[config.mk]
export PLATFORM = sky130hd
export DESIGN_NAME = fmul_unit_flat
export DESIGN_NICKNAME = d
export VERILOG_FILES = /design/src/rtl/fpu_pkg.sv /design/src/rtl/fmul_unit_if.sv /design/src/rtl/fmul.sv /design/src/rtl/fmul_req_fifo.sv /design/src/rtl/fmul_unit.sv /design/src/flat_wrapper.sv
export SDC_FILE = /design/constraint.sdc
export NUM_CORES = 2
export LEC_CHECK = 0
export BUFFER_PORTS_ARGS = -buffer_cell sky130_fd_sc_hd__clkbuf_2
export CAP_MARGIN = 40
export CELL_PAD_IN_SITES_DETAIL_PLACEMENT = 1
export CELL_PAD_IN_SITES_GLOBAL_PLACEMENT = 1
export CORE_MARGIN = 10
export CORE_UTILIZATION = 56
export DETAILED_ROUTE_END_ITERATION = 16
export GPL_TIMING_DRIVEN = 1
export PLACE_DENSITY_LB_ADDON = 0.1
export SYNTH_ARGS = -nofsm -noshare
export SYNTH_HDL_FRONTEND = slang
export SYNTH_SLANG_ARGS = --single-unit
[constraint.sdc]
create_clock -name clk -period 19.1 [get_ports clk]
set_input_delay 0.955 -clock clk [delete_from_list [all_inputs] [get_ports clk]]
set_output_delay 0.955 -clock clk [all_outputs]
set_load 0.1 [all_outputs]
[src/rtl/fpu_pkg.sv]
// -----------------------------------------------------------------------------
// fpu_pkg
// Shared single-precision definitions for the FPU datapath blocks.
//   fp32_t      : IEEE-754 single-precision field view {sign, exp, man}
//   FP_EXP_MAX  : all-ones exponent (infinity / NaN encoding)
//   FP_BIAS     : exponent bias
// -----------------------------------------------------------------------------
package fpu_pkg;

    typedef struct packed {
        logic        sign;
        logic [7:0]  exp;
        logic [22:0] man;
    } fp32_t;

    localparam logic [7:0] FP_EXP_MAX = 8'd255;
    localparam int         FP_BIAS    = 127;

endpackage

[src/rtl/fmul_unit_if.sv]
// -----------------------------------------------------------------------------
// fmul_unit_if
// Request/response handshake bundle between FPU dispatch / write-back and
// fmul_unit.
//   req_*  : dispatch -> unit request channel (valid/ready, operands, tag)
//   resp_* : unit -> write-back response channel (valid/ready, result, tag, ovf)
// Modports:
//   master : the dispatch / write-back side
//   slave  : fmul_unit
// -----------------------------------------------------------------------------
interface fmul_unit_if #(
    parameter int TAG_W = 5
);
    logic             req_valid;
    logic             req_ready;
    logic [31:0]      req_x1;
    logic [31:0]      req_x2;
    logic [TAG_W-1:0] req_tag;

    logic             resp_valid;
    logic             resp_ready;
    logic [31:0]      resp_y;
    logic [TAG_W-1:0] resp_tag;
    logic             resp_ovf;

    modport master (
        output req_valid, req_x1, req_x2, req_tag, resp_ready,
        input  req_ready, resp_valid, resp_y, resp_tag, resp_ovf
    );

    modport slave (
        input  req_valid, req_x1, req_x2, req_tag, resp_ready,
        output req_ready, resp_valid, resp_y, resp_tag, resp_ovf
    );
endinterface

[src/rtl/fmul.sv]
// -----------------------------------------------------------------------------
// fmul
// Combinational single-precision multiplier, round-to-nearest-even.
// Subnormal inputs and underflowing results are flushed to signed zero.
//   x1, x2 : operands (IEEE-754 single)
//   y      : product
//   ovf    : product exponent exceeded the finite range (y is +/-inf)
// -----------------------------------------------------------------------------
module fmul
    import fpu_pkg::*;
(
    input  logic [31:0] x1,
    input  logic [31:0] x2,
    output logic [31:0] y,
    output logic        ovf
);
    fp32_t       a, b;
    logic        sign;
    logic [23:0] ma, mb;
    logic [47:0] prod;
    logic        norm_hi;
    logic [22:0] mant;
    logic        grd, stk, rnd;
    logic [23:0] mant_r;
    logic [9:0]  e_sum;
    logic        a_nan, b_nan, a_inf, b_inf, a_zero, b_zero;

    assign a = x1;
    assign b = x2;

    always_comb begin
        sign    = a.sign ^ b.sign;
        ma      = {1'b1, a.man};
        mb      = {1'b1, b.man};
        prod    = {24'b0, ma} * {24'b0, mb};
        norm_hi = prod[47];
        mant    = norm_hi ? prod[46:24] : prod[45:23];
        grd     = norm_hi ? prod[23] : prod[22];
        stk     = norm_hi ? (|prod[22:0]) : (|prod[21:0]);
        rnd     = grd && (stk || mant[0]);
        mant_r  = {1'b0, mant} + 24'(rnd);
        // Biased sum of both exponents; rounding carry bumps it by one.
        e_sum   = {2'b0, a.exp} + {2'b0, b.exp} + 10'(norm_hi) + 10'(mant_r[23]);

        a_nan  = (a.exp == FP_EXP_MAX) && (a.man != '0);
        b_nan  = (b.exp == FP_EXP_MAX) && (b.man != '0);
        a_inf  = (a.exp == FP_EXP_MAX) && (a.man == '0);
        b_inf  = (b.exp == FP_EXP_MAX) && (b.man == '0);
        a_zero = (a.exp == 8'd0);
        b_zero = (b.exp == 8'd0);

        y   = '0;
        ovf = 1'b0;
        if (a_nan || b_nan || (a_inf && b_zero) || (b_inf && a_zero)) begin
            y = {1'b0, FP_EXP_MAX, 23'h400000};
        end else if (a_inf || b_inf) begin
            y = {sign, FP_EXP_MAX, 23'h0};
        end else if (a_zero || b_zero) begin
            y = {sign, 31'h0};
        end else if (e_sum >= (10'(FP_EXP_MAX) + 10'(FP_BIAS))) begin
            y   = {sign, FP_EXP_MAX, 23'h0};
            ovf = 1'b1;
        end else if (e_sum <= 10'(FP_BIAS)) begin
            y = {sign, 31'h0};
        end else begin
            y = {sign, 8'(e_sum - 10'(FP_BIAS)), mant_r[22:0]};
        end
    end
endmodule

[src/rtl/fmul_req_fifo.sv]
// -----------------------------------------------------------------------------
// fmul_req_fifo
// Synchronous FIFO with registered count/full/empty and combinational head.
//   clk, rst : clock, synchronous active-high reset
//   clr      : synchronous clear (drops contents, ignores same-edge push)
//   push     : write wdata (ignored when full)
//   pop      : drop head entry (ignored when empty)
//   rdata    : current head entry
//   count    : number of held entries
//   full     : count == DEPTH
//   empty    : count == 0
// -----------------------------------------------------------------------------
module fmul_req_fifo #(
    parameter int W     = 8,
    parameter int DEPTH = 4,
    localparam int AW   = (DEPTH > 1) ? $clog2(DEPTH) : 1,
    localparam int CW   = $clog2(DEPTH + 1)
) (
    input  logic          clk,
    input  logic          rst,
    input  logic          clr,
    input  logic          push,
    input  logic          pop,
    input  logic [W-1:0]  wdata,
    output logic [W-1:0]  rdata,
    output logic [CW-1:0] count,
    output logic          full,
    output logic          empty
);
    logic [W-1:0]  mem_q [DEPTH];
    logic [AW-1:0] wr_ptr_q, wr_ptr_d;
    logic [AW-1:0] rd_ptr_q, rd_ptr_d;
    logic [CW-1:0] count_q, count_d;
    logic          full_q, empty_q;
    logic          push_ok, pop_ok;

    assign push_ok = push && !full_q;
    assign pop_ok  = pop && !empty_q;

    always_comb begin
        wr_ptr_d = push_ok ? wr_ptr_q + AW'(1) : wr_ptr_q;
        rd_ptr_d = pop_ok  ? rd_ptr_q + AW'(1) : rd_ptr_q;
        case ({push_ok, pop_ok})
            2'b10:   count_d = count_q + CW'(1);
            2'b01:   count_d = count_q - CW'(1);
            default: count_d = count_q;
        endcase
    end

    always_ff @(posedge clk) begin
        if (rst || clr) begin
            wr_ptr_q <= '0;
            rd_ptr_q <= '0;
            count_q  <= '0;
            full_q   <= 1'b0;
            empty_q  <= 1'b1;
        end else begin
            wr_ptr_q <= wr_ptr_d;
            rd_ptr_q <= rd_ptr_d;
            count_q  <= count_d;
            full_q   <= (count_d == CW'(DEPTH));
            empty_q  <= (count_d == '0);
        end
    end

    // Storage needs no reset; validity is tracked by the pointers/count.
    always_ff @(posedge clk) begin
        if (push_ok && !clr && !rst) begin
            mem_q[wr_ptr_q] <= wdata;
        end
    end

    assign rdata = mem_q[rd_ptr_q];
    assign count = count_q;
    assign full  = full_q;
    assign empty = empty_q;
endmodule

[src/rtl/fmul_unit.sv]
// -----------------------------------------------------------------------------
// fmul_unit
// Flow-controlled front end for fmul: request FIFO -> S1 operand register ->
// fmul -> S2 result register -> response port. In-order, no drops.
//   clk, rst   : clock, synchronous active-high reset
//   bus        : fmul_unit_if.slave request/response handshakes
//   ovf_clear  : clears ovf_sticky (a same-cycle overflow handshake wins)
//   ovf_sticky : set by any overflowing response handshake
//   busy       : any request held in FIFO, S1 or S2
//   flush      : only with FMUL_UNIT_FLUSH_EN; drops all in-flight requests
// -----------------------------------------------------------------------------
module fmul_unit
    import fpu_pkg::*;
#(
    parameter int TAG_W = 5,
    parameter int DEPTH = 4
) (
    input  logic        clk,
    input  logic        rst,
    fmul_unit_if.slave  bus,
    input  logic        ovf_clear,
    output logic        ovf_sticky,
`ifdef FMUL_UNIT_FLUSH_EN
    input  logic        flush,
`endif
    output logic        busy
);
    localparam int EW = 64 + TAG_W;
    localparam int CW = $clog2(DEPTH + 1);

    logic flush_w;
`ifdef FMUL_UNIT_FLUSH_EN
    assign flush_w = flush;
`else
    assign flush_w = 1'b0;
`endif

    logic [EW-1:0]    fifo_head;
    logic [CW-1:0]    fifo_count;
    logic             fifo_full, fifo_empty;
    logic             push, pop, adv1, adv2;
    fp32_t            head_x1, head_x2;
    logic [TAG_W-1:0] head_tag;

    logic             s1_valid_q, s1_valid_d;
    fp32_t            s1_x1_q, s1_x1_d, s1_x2_q, s1_x2_d;
    logic [TAG_W-1:0] s1_tag_q, s1_tag_d;

    logic             s2_valid_q, s2_valid_d;
    logic [31:0]      s2_y_q, s2_y_d;
    logic             s2_ovf_q, s2_ovf_d;
    logic [TAG_W-1:0] s2_tag_q, s2_tag_d;

    logic             ovf_sticky_q, ovf_sticky_d;
    logic [31:0]      mul_y;
    logic             mul_ovf;

    assign adv2 = !s2_valid_q || bus.resp_ready;
    assign adv1 = !s1_valid_q || adv2;
    assign pop  = adv1 && !fifo_empty;
    // fifo_full is registered, so req_ready never sees a same-cycle pop.
    assign push = bus.req_valid && !fifo_full;

    fmul_req_fifo #(
        .W     (EW),
        .DEPTH (DEPTH)
    ) u_fifo (
        .clk   (clk),
        .rst   (rst),
        .clr   (flush_w),
        .push  (push),
        .pop   (pop),
        .wdata ({bus.req_x1, bus.req_x2, bus.req_tag}),
        .rdata (fifo_head),
        .count (fifo_count),
        .full  (fifo_full),
        .empty (fifo_empty)
    );

    assign {head_x1, head_x2, head_tag} = fifo_head;

    fmul u_fmul (
        .x1  (s1_x1_q),
        .x2  (s1_x2_q),
        .y   (mul_y),
        .ovf (mul_ovf)
    );

    always_comb begin
        s1_valid_d = s1_valid_q;
        s1_x1_d    = s1_x1_q;
        s1_x2_d    = s1_x2_q;
        s1_tag_d   = s1_tag_q;
        if (adv1) begin
            s1_valid_d = !fifo_empty;
            if (!fifo_empty) begin
                s1_x1_d  = head_x1;
                s1_x2_d  = head_x2;
                s1_tag_d = head_tag;
            end
        end

        s2_valid_d = s2_valid_q;
        s2_y_d     = s2_y_q;
        s2_ovf_d   = s2_ovf_q;
        s2_tag_d   = s2_tag_q;
        if (adv2) begin
            s2_valid_d = s1_valid_q;
            s2_y_d     = mul_y;
            s2_ovf_d   = mul_ovf;
            s2_tag_d   = s1_tag_q;
        end

        ovf_sticky_d = ovf_sticky_q;
        if (s2_valid_q && bus.resp_ready && s2_ovf_q) begin
            ovf_sticky_d = 1'b1;
        end else if (ovf_clear) begin
            ovf_sticky_d = 1'b0;
        end
    end

    always_ff @(posedge clk) begin
        if (rst) begin
            s1_valid_q   <= 1'b0;
            s1_x1_q      <= '0;
            s1_x2_q      <= '0;
            s1_tag_q     <= '0;
            s2_valid_q   <= 1'b0;
            s2_y_q       <= '0;
            s2_ovf_q     <= 1'b0;
            s2_tag_q     <= '0;
            ovf_sticky_q <= 1'b0;
        end else begin
            s1_valid_q   <= flush_w ? 1'b0 : s1_valid_d;
            s1_x1_q      <= s1_x1_d;
            s1_x2_q      <= s1_x2_d;
            s1_tag_q     <= s1_tag_d;
            s2_valid_q   <= flush_w ? 1'b0 : s2_valid_d;
            s2_y_q       <= s2_y_d;
            s2_ovf_q     <= s2_ovf_d;
            s2_tag_q     <= s2_tag_d;
            ovf_sticky_q <= ovf_sticky_d;
        end
    end

    assign bus.req_ready  = !fifo_full;
    assign bus.resp_valid = s2_valid_q;
    assign bus.resp_y     = s2_y_q;
    assign bus.resp_tag   = s2_tag_q;
    assign bus.resp_ovf   = s2_ovf_q;
    assign ovf_sticky     = ovf_sticky_q;
    assign busy           = (fifo_count != '0) || s1_valid_q || s2_valid_q;
endmodule

[src/flat_wrapper.sv]
// flat-port wrapper written by rule: the top's interface ports become plain ports
module fmul_unit_flat import fpu_pkg::*;
#(
    parameter int TAG_W = 5,
    parameter int DEPTH = 4
)
  (clk, rst, ovf_clear, ovf_sticky, busy, bus_req_valid, bus_req_x1, bus_req_x2, bus_req_tag, bus_resp_ready, bus_req_ready, bus_resp_valid, bus_resp_y, bus_resp_tag, bus_resp_ovf);
  fmul_unit_if #(.TAG_W(TAG_W)) bus_i ();
  input  logic clk;
  input  logic rst;
  input  logic ovf_clear;
  output logic ovf_sticky;
  output logic busy;
  input wire logic [$bits(bus_i.req_valid)-1:0] bus_req_valid;
  input wire logic [$bits(bus_i.req_x1)-1:0] bus_req_x1;
  input wire logic [$bits(bus_i.req_x2)-1:0] bus_req_x2;
  input wire logic [$bits(bus_i.req_tag)-1:0] bus_req_tag;
  input wire logic [$bits(bus_i.resp_ready)-1:0] bus_resp_ready;
  output wire logic [$bits(bus_i.req_ready)-1:0] bus_req_ready;
  output wire logic [$bits(bus_i.resp_valid)-1:0] bus_resp_valid;
  output wire logic [$bits(bus_i.resp_y)-1:0] bus_resp_y;
  output wire logic [$bits(bus_i.resp_tag)-1:0] bus_resp_tag;
  output wire logic [$bits(bus_i.resp_ovf)-1:0] bus_resp_ovf;
  assign bus_i.req_valid = bus_req_valid;
  assign bus_i.req_x1 = bus_req_x1;
  assign bus_i.req_x2 = bus_req_x2;
  assign bus_i.req_tag = bus_req_tag;
  assign bus_i.resp_ready = bus_resp_ready;
  assign bus_req_ready = bus_i.req_ready;
  assign bus_resp_valid = bus_i.resp_valid;
  assign bus_resp_y = bus_i.resp_y;
  assign bus_resp_tag = bus_i.resp_tag;
  assign bus_resp_ovf = bus_i.resp_ovf;
  fmul_unit #(.TAG_W(TAG_W), .DEPTH(DEPTH)) u_core (.clk(clk), .rst(rst), .bus(bus_i), .ovf_clear(ovf_clear), .ovf_sticky(ovf_sticky), .busy(busy));
endmodule
==> out/summary.txt <==
Critical path arrival -> 14170 ps
Number of max-cap violations -> 0
Leakage -> 16.8 nW
Largest net degree at the start of global routing -> 72
Startpoint types -> flop
Hold path cells -> 1
Slew @ Worst Pin -> 993 ps
Seq/Total Area, Yosys -> 0.299
Slew Viols, Final -> 0
Area leader, netlist -> fa_1
Initial antenna violation count -> 0
Post-synth top area share -> 0.272
Final Critical Period -> 13710 ps
Starting Density -> 0.565
Port Buf Inserts -> 115
Final ANT Viol Nets -> 0
Setup crit end kind -> flop
Layout cells sized above 1 -> 0.101
Non-Filler Instances -> 4383
Run status -> finished clean
H-tree depth -> 2
Layout Nets -> 4258
Clk_skew -> 38.0 ps
Setup TNS -> 0 ps
Power Dens Cells -> 161 nW/um2
Total CTS buffers -> 41
CP max-delay cell -> dfxtp_1
Net Count, Synth -> 4212
Final worst-path cycle share -> 0.718
Postcts setup bufs -> 0
Worst EP required -> 19560 ps
Reg2Reg Depth -> 43
Core Rows -> 92
Crit path top cell by count -> fa_1
Yosys reg bits -> 395
Headroom to the max-slew limit -> 0.337
Buf+Inv Stages, Crit Path -> 7
Die H -> 272 um
Max VDD drop -> 0.000145 V
DRC viols -> 0
Final Hold Vio Count -> 0
First-pass GRT wire length -> 173 mm
Setup Crit Path Kind -> reg2reg
CTS Sinks -> 395
Mapped cell area -> 35600 um2
Core area -> 63100 um2
Iter 0 DRT Violations -> 1675
Syn-to-layout area delta -> 7.98%
TritonCTS clock tree -> yes
Post-Syn Instances -> 3457
Pwr Total -> 6.21 mW
Die footprint -> 74200 um2
Most instantiated cells after synthesis -> inv_1 (618), nand2_1 (493), fa_1 (484)
Post-DP HPWL -> 81.9 mm
Netlist cell types -> 94
Main flop type after synthesis -> edfxtp_1
Top-count cell post-synth -> inv_1
CTS Buffer Depth -> 3
GRT Total Usage -> 0.304
Vias per cell -> 5.93
Cell count along the critical path -> 43
Final setup violation count -> 0
Chip width -> 272 um
Final WL -> 111 mm
Yosys warns -> 0
# resized after CTS -> 0
Gr ovfl total -> 0
Fmax -> 72.9 MHz
HP Class -> reg2reg
Syn avg cell area -> 10.3 um2
Placed insts -> 4306
Cts hold-fix bufs -> 0
Async set-or-reset flop fraction in the synthesized netlist -> 0
CTS Root Cell -> clkbuf_16
Via Count -> 25974
Slowest Stage Delay on Critical Path -> 880 ps
Number of synthesized flops with an enable pin -> 276
Routed length per placed instance -> 25.4 um
CP top delay family -> adder cells
Synth top area cells -> fa_1 (27%), edfxtp_1 (23%), ha_1 (6.9%)
TritonRoute pass-1 iters -> 5
Clock slew at reported path FFs -> 70 ps
Vias in the first global route -> 29413
Skew-Pair Late Insertion Delay -> 590 ps
Boundary Pins -> 116
GP Congestion -> 0.929
RSZ-0062 raised after global routing -> false
CP Max Fanout -> 29
final cells by class:
| cell class | count | area [um2] |
|---|---|---|
| Clock inverter | 23 | 224 |
| Timing Repair Buffer | 176 | 1120 |
| Tap cell | 846 | 1060 |
| Antenna cell | 2 | 5.00 |
| Sequential cell | 395 | 10700 |
| Clock buffer | 52 | 1100 |
| Inverter | 623 | 2340 |
| Fill cell | 6833 | 24600 |
| Multi-Input combinational cell | 2266 | 22000 |
per-stage QoR:
step                worst slack (ps)  utilization  hold WS [ps]  cell area (um2)
detailed placement              5510        0.589           421            37200
global placement                5920        0.587           404            37000
global route                    4580        0.610           462            38500
finish                          5390        0.610           430            38500
CTS                             5440        0.610           429            38500
floorplan                       8230            -           399            35600
final timing paths:
kind / to / slack (ps) / start
worst max-delay path: u_core.bus.resp_y[21] / 5390 / u_core.s1_x2_q[0]
worst min-delay path: u_core.s1_valid_q / 430 / u_core.u_fifo.empty
worst max register to register: u_core.bus.resp_y[21] / 5390 / u_core.s1_x2_q[0]
worst min register to register: u_core.s1_valid_q / 430 / u_core.u_fifo.empty
worst register-to-register path, delay by kind of cell (launching register included):
kind	cells	cell delay, ps
AO/OA/AOI/OAI	13	3460
adder cells (fa/ha/maj)	10	4490
buffers and inverters	7	1290
flip-flops	1	880
multiplexers	2	460
AND/OR/NAND/NOR	11	2970
placed cells by master (no fill, tap or decap), drive strengths merged, types with 43 or more instances in the layout:
cell	count
o21ai	81
inv	624
a21oi	178
clkbuf	166
dfxtp	119
nand2	494
and2	257
mux4	69
buf	62
ha	197
edfxtp	276
xnor2	43
fa	484
nor2	116
routing by layer:
layer	track usage	wire length, um	up-vias
met1	0.358	41600	13579
met5	0	0	-
met4	0.154	6050	0
met3	0.0461	6660	291
met2	0.535	57100	908
li1	-	-	11196
state kept, by name (all words and copies together), names as in the netlist:
register / count
u_core.bus.resp_y: 32
u_core.ovf_sticky: 1
u_core.u_fifo.empty: 1
u_core.bus.resp_ovf: 1
u_core.s1_x1_q: 32
u_core.u_fifo.mem_q: 276
u_core.u_fifo.rd_ptr_q: 2
u_core.u_fifo.full: 1
u_core.s1_tag_q: 5
u_core.u_fifo.count: 3
u_core.u_fifo.wr_ptr_q: 2
u_core.s1_valid_q: 1
u_core.s1_x2_q: 32
u_core.bus.resp_tag: 5
u_core.bus.resp_valid: 1
cell families after synthesis:
group / synth area share
fa+ha+maj: 0.341
compound gates: 0.0698
buf+inv: 0.0846
mux: 0.0475
flops: 0.299
xor+xnor: 0.0177
simple gates: 0.140
report_power, final:
group / switching [mW] / total (mW) / internal, mW
sequential: 0.124 / 1.15 / 1.03
clock: 0.353 / 0.805 / 0.453
combinational: 2.85 / 4.25 / 1.40
total: 3.33 / 6.21 / 2.88
(Power assumes the default switching activity.)
